File: config.mk
export PLATFORM = sky130hd
export DESIGN_NAME = cmp_result_tracker_flat
export DESIGN_NICKNAME = d
export VERILOG_FILES = /design/src/rtl/cmp_result_tracker_if.sv /design/src/rtl/cmp_result_tracker.sv /design/src/flat_wrapper.sv
export SDC_FILE = /design/constraint.sdc
export NUM_CORES = 1
export LEC_CHECK = 0
export ABC_CLOCK_PERIOD_IN_PS = 3800
export CORE_ASPECT_RATIO = 1.25
export CORE_MARGIN = 2
export CORE_UTILIZATION = 55
export CTS_CLUSTER_SIZE = 30
export DETAILED_ROUTE_END_ITERATION = 6
export PLACE_DENSITY = 0.91
export SLEW_MARGIN = 20
export SYNTH_ARGS = -nofsm -noshare
export SYNTH_HDL_FRONTEND = slang
export SYNTH_SLANG_ARGS = --single-unit
File: constraint.sdc
create_clock -name clk -period 3.8 [get_ports clk]
set_input_delay 0.76 -clock clk [delete_from_list [all_inputs] [get_ports clk]]
set_output_delay 0.76 -clock clk [all_outputs]
set_load 0.05 [all_outputs]
File: src/rtl/cmp_result_tracker_if.sv
// Bus between the magnitude comparator and its result tracker: sample flags in,
// registered statistics out.
interface cmp_result_tracker_if #(
  parameter int unsigned CNT_W = 8
);
  logic             in_valid;
  logic             lower;
  logic             equal;
  logic             greater;
  logic             clr;
  logic [CNT_W-1:0] lt_count;
  logic [CNT_W-1:0] eq_count;
  logic [CNT_W-1:0] gt_count;
  logic [1:0]       last_result;
  logic             change;
  logic             eq_run;
  logic             error;
  logic [7:0]       hist;

  modport master (
    output in_valid, lower, equal, greater, clr,
    input  lt_count, eq_count, gt_count, last_result, change, eq_run, error, hist
  );

  modport slave (
    input  in_valid, lower, equal, greater, clr,
    output lt_count, eq_count, gt_count, last_result, change, eq_run, error, hist
  );
endinterface

File: src/rtl/cmp_result_tracker.sv
// Result tracker behind the 4-bit magnitude comparator: per-class saturating counts,
// last class, change pulse, equal-run flag and sticky one-hot error.
// Optional CMP_TRACK_HIST_EN builds the 4-deep class history register on hist.
module cmp_result_tracker #(
  parameter int unsigned CNT_W   = 8,
  parameter int unsigned RUN_LEN = 4
) (
  input  logic                 clk,
  input  logic                 rst,
  cmp_result_tracker_if.slave  trk_if
);

  typedef enum logic [1:0] {
    ST_NONE = 2'b00,
    ST_LT   = 2'b01,
    ST_EQ   = 2'b10,
    ST_GT   = 2'b11
  } state_e;

  localparam int unsigned      RUN_W   = 8;
  localparam logic [RUN_W-1:0] RUN_MAX = '1;
  localparam logic [RUN_W-1:0] RUN_THR = RUN_W'(RUN_LEN);

  state_e           state_q, state_d;
  logic [CNT_W-1:0] lt_q, lt_d;
  logic [CNT_W-1:0] eq_q, eq_d;
  logic [CNT_W-1:0] gt_q, gt_d;
  logic [RUN_W-1:0] run_q, run_d;
  logic             change_q, change_d;
  logic             eq_run_q, eq_run_d;
  logic             error_q, error_d;

  state_e           cls_c;
  logic             onehot_c;
  logic             accept_c;
  logic             reject_c;

  function automatic logic [CNT_W-1:0] sat_inc(input logic [CNT_W-1:0] v);
    return (v == {CNT_W{1'b1}}) ? v : v + CNT_W'(1);
  endfunction

  // Classify the incoming flags; anything other than exactly one set is illegal.
  always_comb begin
    cls_c    = ST_NONE;
    onehot_c = 1'b0;
    case ({trk_if.lower, trk_if.equal, trk_if.greater})
      3'b100:  begin cls_c = ST_LT; onehot_c = 1'b1; end
      3'b010:  begin cls_c = ST_EQ; onehot_c = 1'b1; end
      3'b001:  begin cls_c = ST_GT; onehot_c = 1'b1; end
      default: begin cls_c = ST_NONE; onehot_c = 1'b0; end
    endcase
    accept_c = trk_if.in_valid & onehot_c;
    reject_c = trk_if.in_valid & ~onehot_c;
  end

  always_ff @(posedge clk or posedge rst) begin
    if (rst) begin
      state_q <= ST_NONE;
    end else begin
      state_q <= state_d;
    end
  end

  always_comb begin
    state_d = state_q;
    if (trk_if.clr) begin
      state_d = ST_NONE;
    end else if (accept_c) begin
      state_d = cls_c;
    end
  end

  // Next values of the registered outputs; clr wins over a same-cycle sample.
  always_comb begin
    lt_d     = lt_q;
    eq_d     = eq_q;
    gt_d     = gt_q;
    run_d    = run_q;
    change_d = 1'b0;
    error_d  = error_q;
    if (trk_if.clr) begin
      lt_d    = '0;
      eq_d    = '0;
      gt_d    = '0;
      run_d   = '0;
      error_d = 1'b0;
    end else begin
      if (accept_c) begin
        change_d = (state_q != ST_NONE) && (cls_c != state_q);
        case (cls_c)
          ST_LT: begin
            lt_d  = sat_inc(lt_q);
            run_d = '0;
          end
          ST_EQ: begin
            eq_d  = sat_inc(eq_q);
            run_d = (run_q == RUN_MAX) ? run_q : run_q + RUN_W'(1);
          end
          ST_GT: begin
            gt_d  = sat_inc(gt_q);
            run_d = '0;
          end
          default: begin
            run_d = run_q;
          end
        endcase
      end
      if (reject_c) begin
        error_d = 1'b1;
      end
    end
    eq_run_d = (run_d >= RUN_THR);
  end

  always_ff @(posedge clk or posedge rst) begin
    if (rst) begin
      lt_q     <= '0;
      eq_q     <= '0;
      gt_q     <= '0;
      run_q    <= '0;
      change_q <= 1'b0;
      eq_run_q <= 1'b0;
      error_q  <= 1'b0;
    end else begin
      lt_q     <= lt_d;
      eq_q     <= eq_d;
      gt_q     <= gt_d;
      run_q    <= run_d;
      change_q <= change_d;
      eq_run_q <= eq_run_d;
      error_q  <= error_d;
    end
  end

  assign trk_if.lt_count    = lt_q;
  assign trk_if.eq_count    = eq_q;
  assign trk_if.gt_count    = gt_q;
  assign trk_if.last_result = state_q;
  assign trk_if.change      = change_q;
  assign trk_if.eq_run      = eq_run_q;
  assign trk_if.error       = error_q;

`ifdef CMP_TRACK_HIST_EN
  logic [7:0] hist_q, hist_d;

  // Shift in the accepted class code, newest in the low bits.
  always_comb begin
    hist_d = hist_q;
    if (trk_if.clr) begin
      hist_d = 8'h00;
    end else if (accept_c) begin
      hist_d = {hist_q[5:0], cls_c};
    end
  end

  always_ff @(posedge clk or posedge rst) begin
    if (rst) begin
      hist_q <= 8'h00;
    end else begin
      hist_q <= hist_d;
    end
  end

  assign trk_if.hist = hist_q;
`else
  assign trk_if.hist = 8'h00;
`endif

endmodule

File: src/flat_wrapper.sv
// flat-port wrapper written by rule: the top's interface ports become plain ports
module cmp_result_tracker_flat 
#(
  parameter int unsigned CNT_W   = 8,
  parameter int unsigned RUN_LEN = 4
)
  (clk, rst, trk_if_in_valid, trk_if_lower, trk_if_equal, trk_if_greater, trk_if_clr, trk_if_lt_count, trk_if_eq_count, trk_if_gt_count, trk_if_last_result, trk_if_change, trk_if_eq_run, trk_if_error, trk_if_hist);
  cmp_result_tracker_if #(.CNT_W(CNT_W)) trk_if_i ();
  input  logic clk;
  input  logic rst;
  input wire logic [$bits(trk_if_i.in_valid)-1:0] trk_if_in_valid;
  input wire logic [$bits(trk_if_i.lower)-1:0] trk_if_lower;
  input wire logic [$bits(trk_if_i.equal)-1:0] trk_if_equal;
  input wire logic [$bits(trk_if_i.greater)-1:0] trk_if_greater;
  input wire logic [$bits(trk_if_i.clr)-1:0] trk_if_clr;
  output wire logic [$bits(trk_if_i.lt_count)-1:0] trk_if_lt_count;
  output wire logic [$bits(trk_if_i.eq_count)-1:0] trk_if_eq_count;
  output wire logic [$bits(trk_if_i.gt_count)-1:0] trk_if_gt_count;
  output wire logic [$bits(trk_if_i.last_result)-1:0] trk_if_last_result;
  output wire logic [$bits(trk_if_i.change)-1:0] trk_if_change;
  output wire logic [$bits(trk_if_i.eq_run)-1:0] trk_if_eq_run;
  output wire logic [$bits(trk_if_i.error)-1:0] trk_if_error;
  output wire logic [$bits(trk_if_i.hist)-1:0] trk_if_hist;
  assign trk_if_i.in_valid = trk_if_in_valid;
  assign trk_if_i.lower = trk_if_lower;
  assign trk_if_i.equal = trk_if_equal;
  assign trk_if_i.greater = trk_if_greater;
  assign trk_if_i.clr = trk_if_clr;
  assign trk_if_lt_count = trk_if_i.lt_count;
  assign trk_if_eq_count = trk_if_i.eq_count;
  assign trk_if_gt_count = trk_if_i.gt_count;
  assign trk_if_last_result = trk_if_i.last_result;
  assign trk_if_change = trk_if_i.change;
  assign trk_if_eq_run = trk_if_i.eq_run;
  assign trk_if_error = trk_if_i.error;
  assign trk_if_hist = trk_if_i.hist;
  cmp_result_tracker #(.CNT_W(CNT_W), .RUN_LEN(RUN_LEN)) u_core (.clk(clk), .rst(rst), .trk_if(trk_if_i));
endmodule
; ---- Word level (Yosys, flattened, before mapping)
; Index checks and enable logic that the tools add are counted.
[word_totals]
regBits = 37
latch_bits = 0
ramBits = 0
romBits = 0
out_inout_bits = 37
n_memories = 0
[op_classes]
n_addsub = 4
mul = 0
div = 0
magnitude_cmp = 1
n_eq_ne = 14
n_shift = 0
n_mux = 24
bitwise_logic = 3
reduce_logical = 12
[op_table]
columns = op, n
row1 = 8-bit 2-to-1 mux, 15
row2 = "8-bit by 1-bit adder with 8-bit output, second input constant", 4
row3 = "8-bit == test, second input constant", 4
row4 = 8-bit case mux with 2 select lines, 1
row5 = 2-bit nonzero test, 6
row6 = 3-bit AND reduction, 3
row7 = "8-bit by 3-bit greater-or-equal comparator with 1-bit output, second input constant", 1
row8 = "2-bit inequality test, second input constant", 3
row9 = 2-bit case mux with 3 select lines, 1
row10 = 1-bit 2-to-1 mux, 5
row11 = "2-bit == test, second input constant", 2
row12 = 2-bit 2-to-1 mux, 2
row13 = "3-bit by 1-bit == test with 1-bit output, second input constant", 1
row14 = "3-bit by 2-bit == test with 1-bit output, second input constant", 1
row15 = "3-bit == test, second input constant", 1
row16 = 3-bit OR reduction, 1
row17 = 1-bit AND, 2
row18 = "2-bit by 1-bit == test with 1-bit output, second input constant", 1
row19 = 2-bit inequality test, 1
row20 = 2-bit OR reduction, 1
row21 = 1-bit logical AND, 1
row22 = 1-bit NOT, 1

; ---- Depth between registers and ports, before layout
; Gate-level depths: netlist of run 1.
[depth]
depth_word = 8
ltp_mapped = 7
ltp_nobuf = 6

; ---- Worst setup path before layout of run 1
; Ideal clock, no wire load.
[synth_timing]
kind = input -> register
from = input trk_if_equal
to = register u_core.eq_run_q (netlist: u_core.trk_if.eq_run)
setup_ns = 0.139
t_arrival_ns = 2.034
path_slack_ns = 1.627
path_stages = 6
n_path_buf = 1
path_cell_list = buf_6 > and4bb_2 > a311oi_2 > nor4_2 > o221ai_1 > or4_1
[synth_via]
elab_chain_len = 8
elab_cells_between_ends = 15
[synth_lines]
columns = element, line_no
row1 = start: declaration, flat_wrapper.sv:13  ; input wire logic [$bits(trk_if_i.equal)-1:0] trk_if_equal;
row2 = "3-bit by 1-bit == test with 1-bit output, or another cell as far along", cmp_result_tracker.sv:46  ; case ({trk_if.lower, trk_if.equal, trk_if.greater})
row3 = 2-bit case mux with 3 select lines, cmp_result_tracker.sv:46
row4 = 2-bit by 1-bit == test with 1-bit output / 2-bit == test (equally long branches), cmp_result_tracker.sv:90  ; case (cls_c)
row5 = 2-bit OR reduction (no source line), --
row6 = 8-bit case mux with 2 select lines, cmp_result_tracker.sv:90
row7 = 8-bit 2-to-1 mux (*), cmp_result_tracker.sv:88  ; if (accept_c) begin
row8 = 8-bit 2-to-1 mux (*), cmp_result_tracker.sv:81  ; if (trk_if.clr) begin
row9 = 8-bit by 3-bit greater-or-equal comparator with 1-bit output (*), cmp_result_tracker.sv:112  ; eq_run_d = (run_d >= RUN_THR);
row10 = named net u_core.eq_run_d, cmp_result_tracker.sv:30  ; logic eq_run_q, eq_run_d;
row11 = end signal: assignment, cmp_result_tracker.sv:130  ; eq_run_q <= eq_run_d;
row12 = end: declaration, cmp_result_tracker.sv:30
; Mark *: on every way through the listed nets, which the timed path passes. The rest lies on a longest branch.
; A chain may end at the register's enable or synchronous reset.

; ---- Final worst setup path of run 1
[layout_timing]
from = input trk_if_lower
to = register u_core.eq_run_q (netlist: u_core.trk_if.eq_run)
[layout_via]
elab_chain_len = 8
elab_cells_between_ends = 15
[layout_lines]
columns = element, line_no
row1 = start: declaration, flat_wrapper.sv:12  ; input wire logic [$bits(trk_if_i.lower)-1:0] trk_if_lower;
row2 = "3-bit by 1-bit == test with 1-bit output, or another cell as far along", cmp_result_tracker.sv:46
row3 = 2-bit case mux with 3 select lines, cmp_result_tracker.sv:46
row4 = 2-bit by 1-bit == test with 1-bit output / 2-bit == test (equally long branches), cmp_result_tracker.sv:90
row5 = 2-bit OR reduction (no source line), --
row6 = 8-bit case mux with 2 select lines, cmp_result_tracker.sv:90
row7 = 8-bit 2-to-1 mux (*), cmp_result_tracker.sv:88
row8 = 8-bit 2-to-1 mux (*), cmp_result_tracker.sv:81
row9 = 8-bit by 3-bit greater-or-equal comparator with 1-bit output (*), cmp_result_tracker.sv:112
row10 = named net u_core.eq_run_d, cmp_result_tracker.sv:30
; Marked as above.

==> impl_metrics.py, run 1 <==
metrics = {
    "timing": {
        "setup_tns_ps": 0,
        "max_freq_mhz": 368,
        "worst_pin_slew_ps": 641,
        "fin_crit_ps": 2710,
        "slew_headroom_pct": 57.2,
        "finalCritPeriodShare_pct": 71.4,
        "hold_viol": 0,
        "fin_skew_ps": 1.50,
        "finalSetupViolCount": 0,
        "rsz0062_at_grt": "no",
        "drv_slew": 0,
    },
    "setup_path": {
        "arrival_ps": 2880,
        "rrSetupSlack_ps": 1640,
        "crit_path_start_kind": "input pin",
        "cp-end-kind": "flop",
        "crit_required_ps": 3960,
        "cp_cell_sequence": "clkdlybuf4s50_1 -> xor2_1 -> a311oi_2 -> nor4_2 -> o221ai_1 -> or4_1",
        "rr_worst_depth": 6,
        "slowest_delay_ps": 770,
        "reg2reg_to": "u_core.trk_if.eq_run",
        "worstSetupPathType": "input pin to flop",
        "path_max_fanout": 14,
        "slowest_stage": "clkdlybuf4s50_1",
        "reg2reg_from": "u_core.run_q[0]",
    },
    "power_and_ir_drop": {
        "swShare_pct": 27.3,
        "seqPwrFrac_pct": 53.6,
        "p_switching_w": 0.000205,
        "cellInternalPower_w": 0.000546,
        "p_leak_nw": 1.05,
        "combPwrFrac_pct": 12.9,
        "vdd_ir_drop_max_v": 0.000194,
        "p_per_area_nw_per_um2": 288,
        "clockPowerShare_pct": 33.4,
    },
    "floorplan": {
        "dieArea_um2": 4490,
        "io_pins": 44,
        "start_util_pct": 57.7,
        "die_h_um": 74.4,
        "die_x_um": 60.3,
        "core-area_um2": 3780,
        "row_count": 25,
    },
    "detailed_routing": {
        "drc_errors": 0,
        "vias": 1843,
        "wl_um": 4390,
        "drt_pass1_iterations": 4,
        "ant_nets": 0,
        "drt_iter0_drc": 84,
        "viasPerCell": 5.69,
        "wire_per_inst_um": 13.6,
    },
    "yosys": {
        "post_synth_num_cell_types": 52,
        "yosys_warnings": 0,
        "synth.cell_area_um2": 2180,
        "yosysTopAreaCellShare_pct": 42.4,
        "synthFlopType": "dfrtp_1",
        "synth_edf_count": 0,
        "synth.area.top_cells": "dfrtp_1 (42%), nor2_1 (5.0%), xor2_1 (4.4%), a21oi_1 (3.9%), nand2_1 (3.3%)",
        "ys_seq_area_share_pct": 42.4,
        "synth.top_cells.by_count": "dfrtp_1 (37), nor2_1 (29), nand2_1 (19)",
        "netlist.top_cell.by_area": "dfrtp_1",
        "synthCells": 236,
        "yosysMostFrequentCell": "dfrtp_1",
        "syn_avg_cell_area_um2": 9.25,
        "ys_seq_elements": 37,
        "async_reset_ff_share_pct": 100,
    },
    "place": {
        "place_area_um2": 2530,
        "gp_congestion": 0.889,
        "place_hpwl_um": 3050,
        "port-buffer-count": 35,
    },
    "global_route": {
        "grt.busiest_layer": "met2",
        "antenna_found_initial": 0,
        "met2_usage_pct": 34.2,
        "grt_max_degree": 38,
        "grt_pass1_vias": 1668,
        "grt_pass1_wl_um": 7220,
        "met1_usage_pct": 27.9,
        "use_met3_pct": 4.00,
        "grt_overflow": 0,
        "groute.usage.overall_pct": 21.6,
    },
    "clocking": {
        "clk_pin_slew_worst_paths_ps": 70,
        "root_buffer": "clkbuf_8",
        "post-cts-setup-buffers": 0,
        "insertion_delay_ps": 290,
        "cts_tree": "done",
        "htree_levels": 2,
        "cts_buffer_depth": 2,
        "cts_hold_buf": 0,
        "ctsResizeCount": 0,
        "numCtsBuffers": 5,
        "cts.sinks": 37,
    },
    "finish": {
        "fin_area_um2": 2610,
        "syn_to_final_growth_pct": 19.4,
        "drive_above_1_share_pct": 6.67,
        "antenna_cells": 0,
        "fin_nets": 282,
    },
    "min_path": {
        "min_path_type": "flop to flop",
        "hold-path-endpoint": "u_core.trk_if.error",
        "min-delay-start": "u_core.trk_if.error",
        "whs_path_depth": 2,
    },
    "outcome": {
        "status": "complete, no violations",
    },
    "run": {
        "cap_violations": 0,
    },
}
## layer usage
layer  wire length (um)  share of wire (%)
met5                  0                  0
met4                110                2.5
met3                199                4.5
met2               2090                 47
met1               2000                 45
## final cells by class
type                    instances  area (um^2)
repair buffers                 37          365
multi-input cells             184         1150
clock buffers                   5         68.8
well taps                      54         67.6
clock inverters                 1         5.00
inverters                       6         22.5
flip-flops and latches         37          926
fillers                       294         1180
## per-stage QoR
step | setup WS (ps) | hold slack (ps) | utilization [%] | power (W) | cells
floorplan | 1630 | 551 | - | 0.000489 | 243
global placement | 901 | 514 | 66.9 | 0.000506 | 318
detailed placement | 817 | 525 | 66.9 | 0.000507 | 318
CTS | 1100 | 563 | 68.9 | 0.000757 | 324
global route | 961 | 588 | 68.9 | 0.000777 | 324
finish | 1090 | 559 | 68.9 | 0.000751 | 324
## cells in the final DEF, fill, tap and decap left out, drive strengths merged, types with 5 or more instances in the layout
cell	n
a21oi	18
and3	5
clkbuf	5
clkdlybuf4s50	35
conb	8
dfrtp	37
inv	6
nand2	19
nand3	10
nand4	7
nor2	29
nor3	6
o211ai	5
o21ai	8
xnor2	8
xor2	12
## flip-flops by register name (all words and copies together), names as in the netlist
name	count
u_core.trk_if.change	1
u_core.trk_if.last_result	2
u_core.trk_if.eq_run	1
u_core.trk_if.eq_count	8
u_core.trk_if.lt_count	8
u_core.run_q	8
u_core.trk_if.error	1
u_core.trk_if.gt_count	8
## power groups by stage
stage	Combinational, W	Clock [W]	Sequential [W]
finish	0.0000972	0.000251	0.000403
global route	0.000106	0.000269	0.000403
CTS	0.0000976	0.000257	0.000403
detailed placement	0.0000969	0	0.000410
global placement	0.0000956	0	0.000410
floorplan	0.0000677	0	0.000421
## worst max-delay path: cells and delay by family
| kind | cells | cell delay, ps |
|---|---|---|
| AO/OA/AOI/OAI | 2 | 380 |
| XOR/XNOR | 1 | 260 |
| buffers and inverters | 1 | 770 |
| AND/OR/NAND/NOR | 2 | 700 |
## logic make-up (layout without fill, tap and decap cells)
logic type	count (synthesis)	count (layout)	synth area share (%)
mux	2	2	0.917
buf+inv	22	49	6.02
flops	37	37	42.4
fa+ha+maj	4	4	2.29
xor+xnor	20	20	8.37
simple gates	103	103	25.7
compound gates	47	47	14.0
other cells	1	8	0.172
## worst max-delay path by stage
stage	slack (ps)	depth (start not counted)	to	from
2_1_floorplan	1630	6	u_core.trk_if.eq_run	trk_if_equal
3_3_place_gp	900	6	u_core.trk_if.eq_run	trk_if_lower
3_5_place_dp	820	6	u_core.trk_if.eq_run	trk_if_lower
4_1_cts	1100	6	u_core.trk_if.eq_run	trk_if_lower
5_1_grt	960	6	u_core.trk_if.eq_run	trk_if_lower
6_report	1090	6	u_core.trk_if.eq_run	trk_if_lower
(Power assumes the default switching activity.)
==> run 2: changes to the inputs <==
- ABC_CLOCK_PERIOD_IN_PS: 3800 -> 2700
- CORE_UTILIZATION: 55 -> 51
- PLACE_DENSITY: 0.91 -> 0.85
- clock period: 3.8 -> 2.7 ns (I/O delays scaled with it)
==> impl_metrics.py, run 2 (synthesis results as in run 1) <==
metrics = {
    "timing": {
        "hold_viol": 0,
        "finalCritPeriodShare_pct": 84.9,
        "setup_tns_ps": 0,
        "drv_slew": 0,
        "max_freq_mhz": 436,
        "fin_crit_ps": 2290,
        "slew_headroom_pct": 57.1,
        "worst_pin_slew_ps": 642,
        "rsz0062_at_grt": "no",
        "finalSetupViolCount": 0,
        "hold_ws_ps": 553,
        "fin_skew_ps": 5.59,
    },
    "power_and_ir_drop": {
        "power.total_w": 0.00110,
        "vdd_ir_drop_max_v": 0.000318,
        "swShare_pct": 26.6,
        "clockPowerShare_pct": 35.2,
        "p_switching_w": 0.000292,
        "cellInternalPower_w": 0.000808,
        "seqPwrFrac_pct": 51.5,
        "p_per_area_nw_per_um2": 412,
        "p_leak_nw": 1.09,
        "combPwrFrac_pct": 13.3,
    },
    "finish": {
        "utilization_pct": 65.2,
        "drive_above_1_share_pct": 8.99,
        "nFillCells": 352,
        "multi_input_area_um2": 1150,
        "fin_nets": 289,
        "syn_to_final_growth_pct": 22.5,
        "final_common_cell": "dfrtp_1",
        "antenna_cells": 0,
        "regArea_um2": 926,
        "fin_cells": 334,
        "mostFrequentLayoutCells": "dfrtp_1 (37), clkdlybuf4s50_1 (35), nor2_1 (29)",
    },
    "floorplan": {
        "dieArea_um2": 4820,
        "start_util_pct": 53.2,
        "die_x_um": 62.5,
        "die_h_um": 77.1,
        "io_pins": 44,
        "core-area_um2": 4100,
        "row_count": 26,
    },
    "clocking": {
        "ctsResizeCount": 0,
        "cts_tree": "done",
        "cts_hold_buf": 0,
        "insertion_delay_ps": 290,
        "clk_pin_slew_worst_paths_ps": 70,
        "cts.sinks": 37,
        "root_buffer": "clkbuf_8",
        "htree_levels": 2,
        "cts_buffer_depth": 2,
        "numCtsBuffers": 5,
        "post-cts-setup-buffers": 0,
    },
    "setup_path": {
        "worstSetupPathType": "input pin to flop",
        "rr_worst_depth": 6,
        "crit_required_ps": 2860,
        "crit_path_end": "u_core.trk_if.eq_run",
        "reg2reg_from": "u_core.run_q[1]",
        "reg2reg_to": "u_core.trk_if.eq_run",
        "path_max_fanout": 8,
        "startpoint": "trk_if_equal",
        "cp-end-kind": "flop",
        "rrSetupSlack_ps": 550,
        "arrival_ps": 2450,
        "crit_path_start_kind": "input pin",
    },
    "detailed_routing": {
        "drc_errors": 0,
        "vias": 1859,
        "viasPerCell": 5.57,
        "ant_nets": 0,
        "drt_iter0_drc": 70,
        "wl_um": 4530,
        "drt_pass1_iterations": 4,
        "wire_per_inst_um": 13.6,
    },
    "global_route": {
        "groute.usage.overall_pct": 19.8,
        "grt_max_degree": 38,
        "antenna_found_initial": 0,
        "grt_pass1_vias": 1713,
        "grt_pass1_wl_um": 7690,
        "grt_overflow": 0,
    },
    "min_path": {
        "min_path_type": "flop to flop",
    },
    "run": {
        "cap_violations": 0,
    },
    "outcome": {
        "status": "complete, no violations",
    },
    "place": {
        "place_hpwl_um": 3240,
        "gp_congestion": 0.950,
        "port-buffer-count": 35,
        "dp.cells": 327,
    },
}
[run 2: power groups by stage]
stage	Combinational, W	Clock, W	Sequential (W)
floorplan	0.0000953	0	0.000593
global placement	0.000144	0	0.000577
detailed placement	0.000146	0	0.000577
CTS	0.000147	0.000396	0.000566
global route	0.000157	0.000418	0.000567
finish	0.000146	0.000388	0.000566
[run 2: routing by layer]
metal,up-vias,part of all wire (%),global-route usage (%)
li1,915,-,-
met1,882,44,23.8
met2,54,49,33.9
met3,8,5.2,4.40
met4,0,1.8,8.67
met5,-,0,0
[run 2: area by class of cell]
cell class / instances / area share [%]
multi-input cells: 184 / 43.1
flip-flops and latches: 37 / 34.6
repair buffers: 44 / 15.6
clock buffers: 7 / 3.23
well taps: 56 / 2.62
inverters: 6 / 0.842
[run 2: worst min-delay path by stage]
stage / start / cells after the start / end / slack [ps]
after floorplan: u_core.run_q[6] / 2 / u_core.run_q[6] / 550
after detailed placement: u_core.trk_if.error / 2 / u_core.trk_if.error / 540
final: u_core.trk_if.error / 2 / u_core.trk_if.error / 550
after CTS: u_core.trk_if.error / 2 / u_core.trk_if.error / 560
after global placement: u_core.trk_if.error / 2 / u_core.trk_if.error / 510
after global routing: u_core.trk_if.eq_count[6] / 2 / u_core.trk_if.eq_count[6] / 600
[run 2: through the flow]
stage / worst slack (ps) / area, um^2
3_5_place_dp: 144 / 2590
3_3_place_gp: 180 / 2590
6_report: 408 / 2670
2_1_floorplan: 723 / 2210
4_1_cts: 440 / 2670
5_1_grt: 312 / 2670
[run 2: worst max-delay path: stages]
cell	delay, ps
clkdlybuf4s50_1	670
xor2_1	260
a311oi_2	170
nor4_2	270
o221ai_1	150
or4_1	400
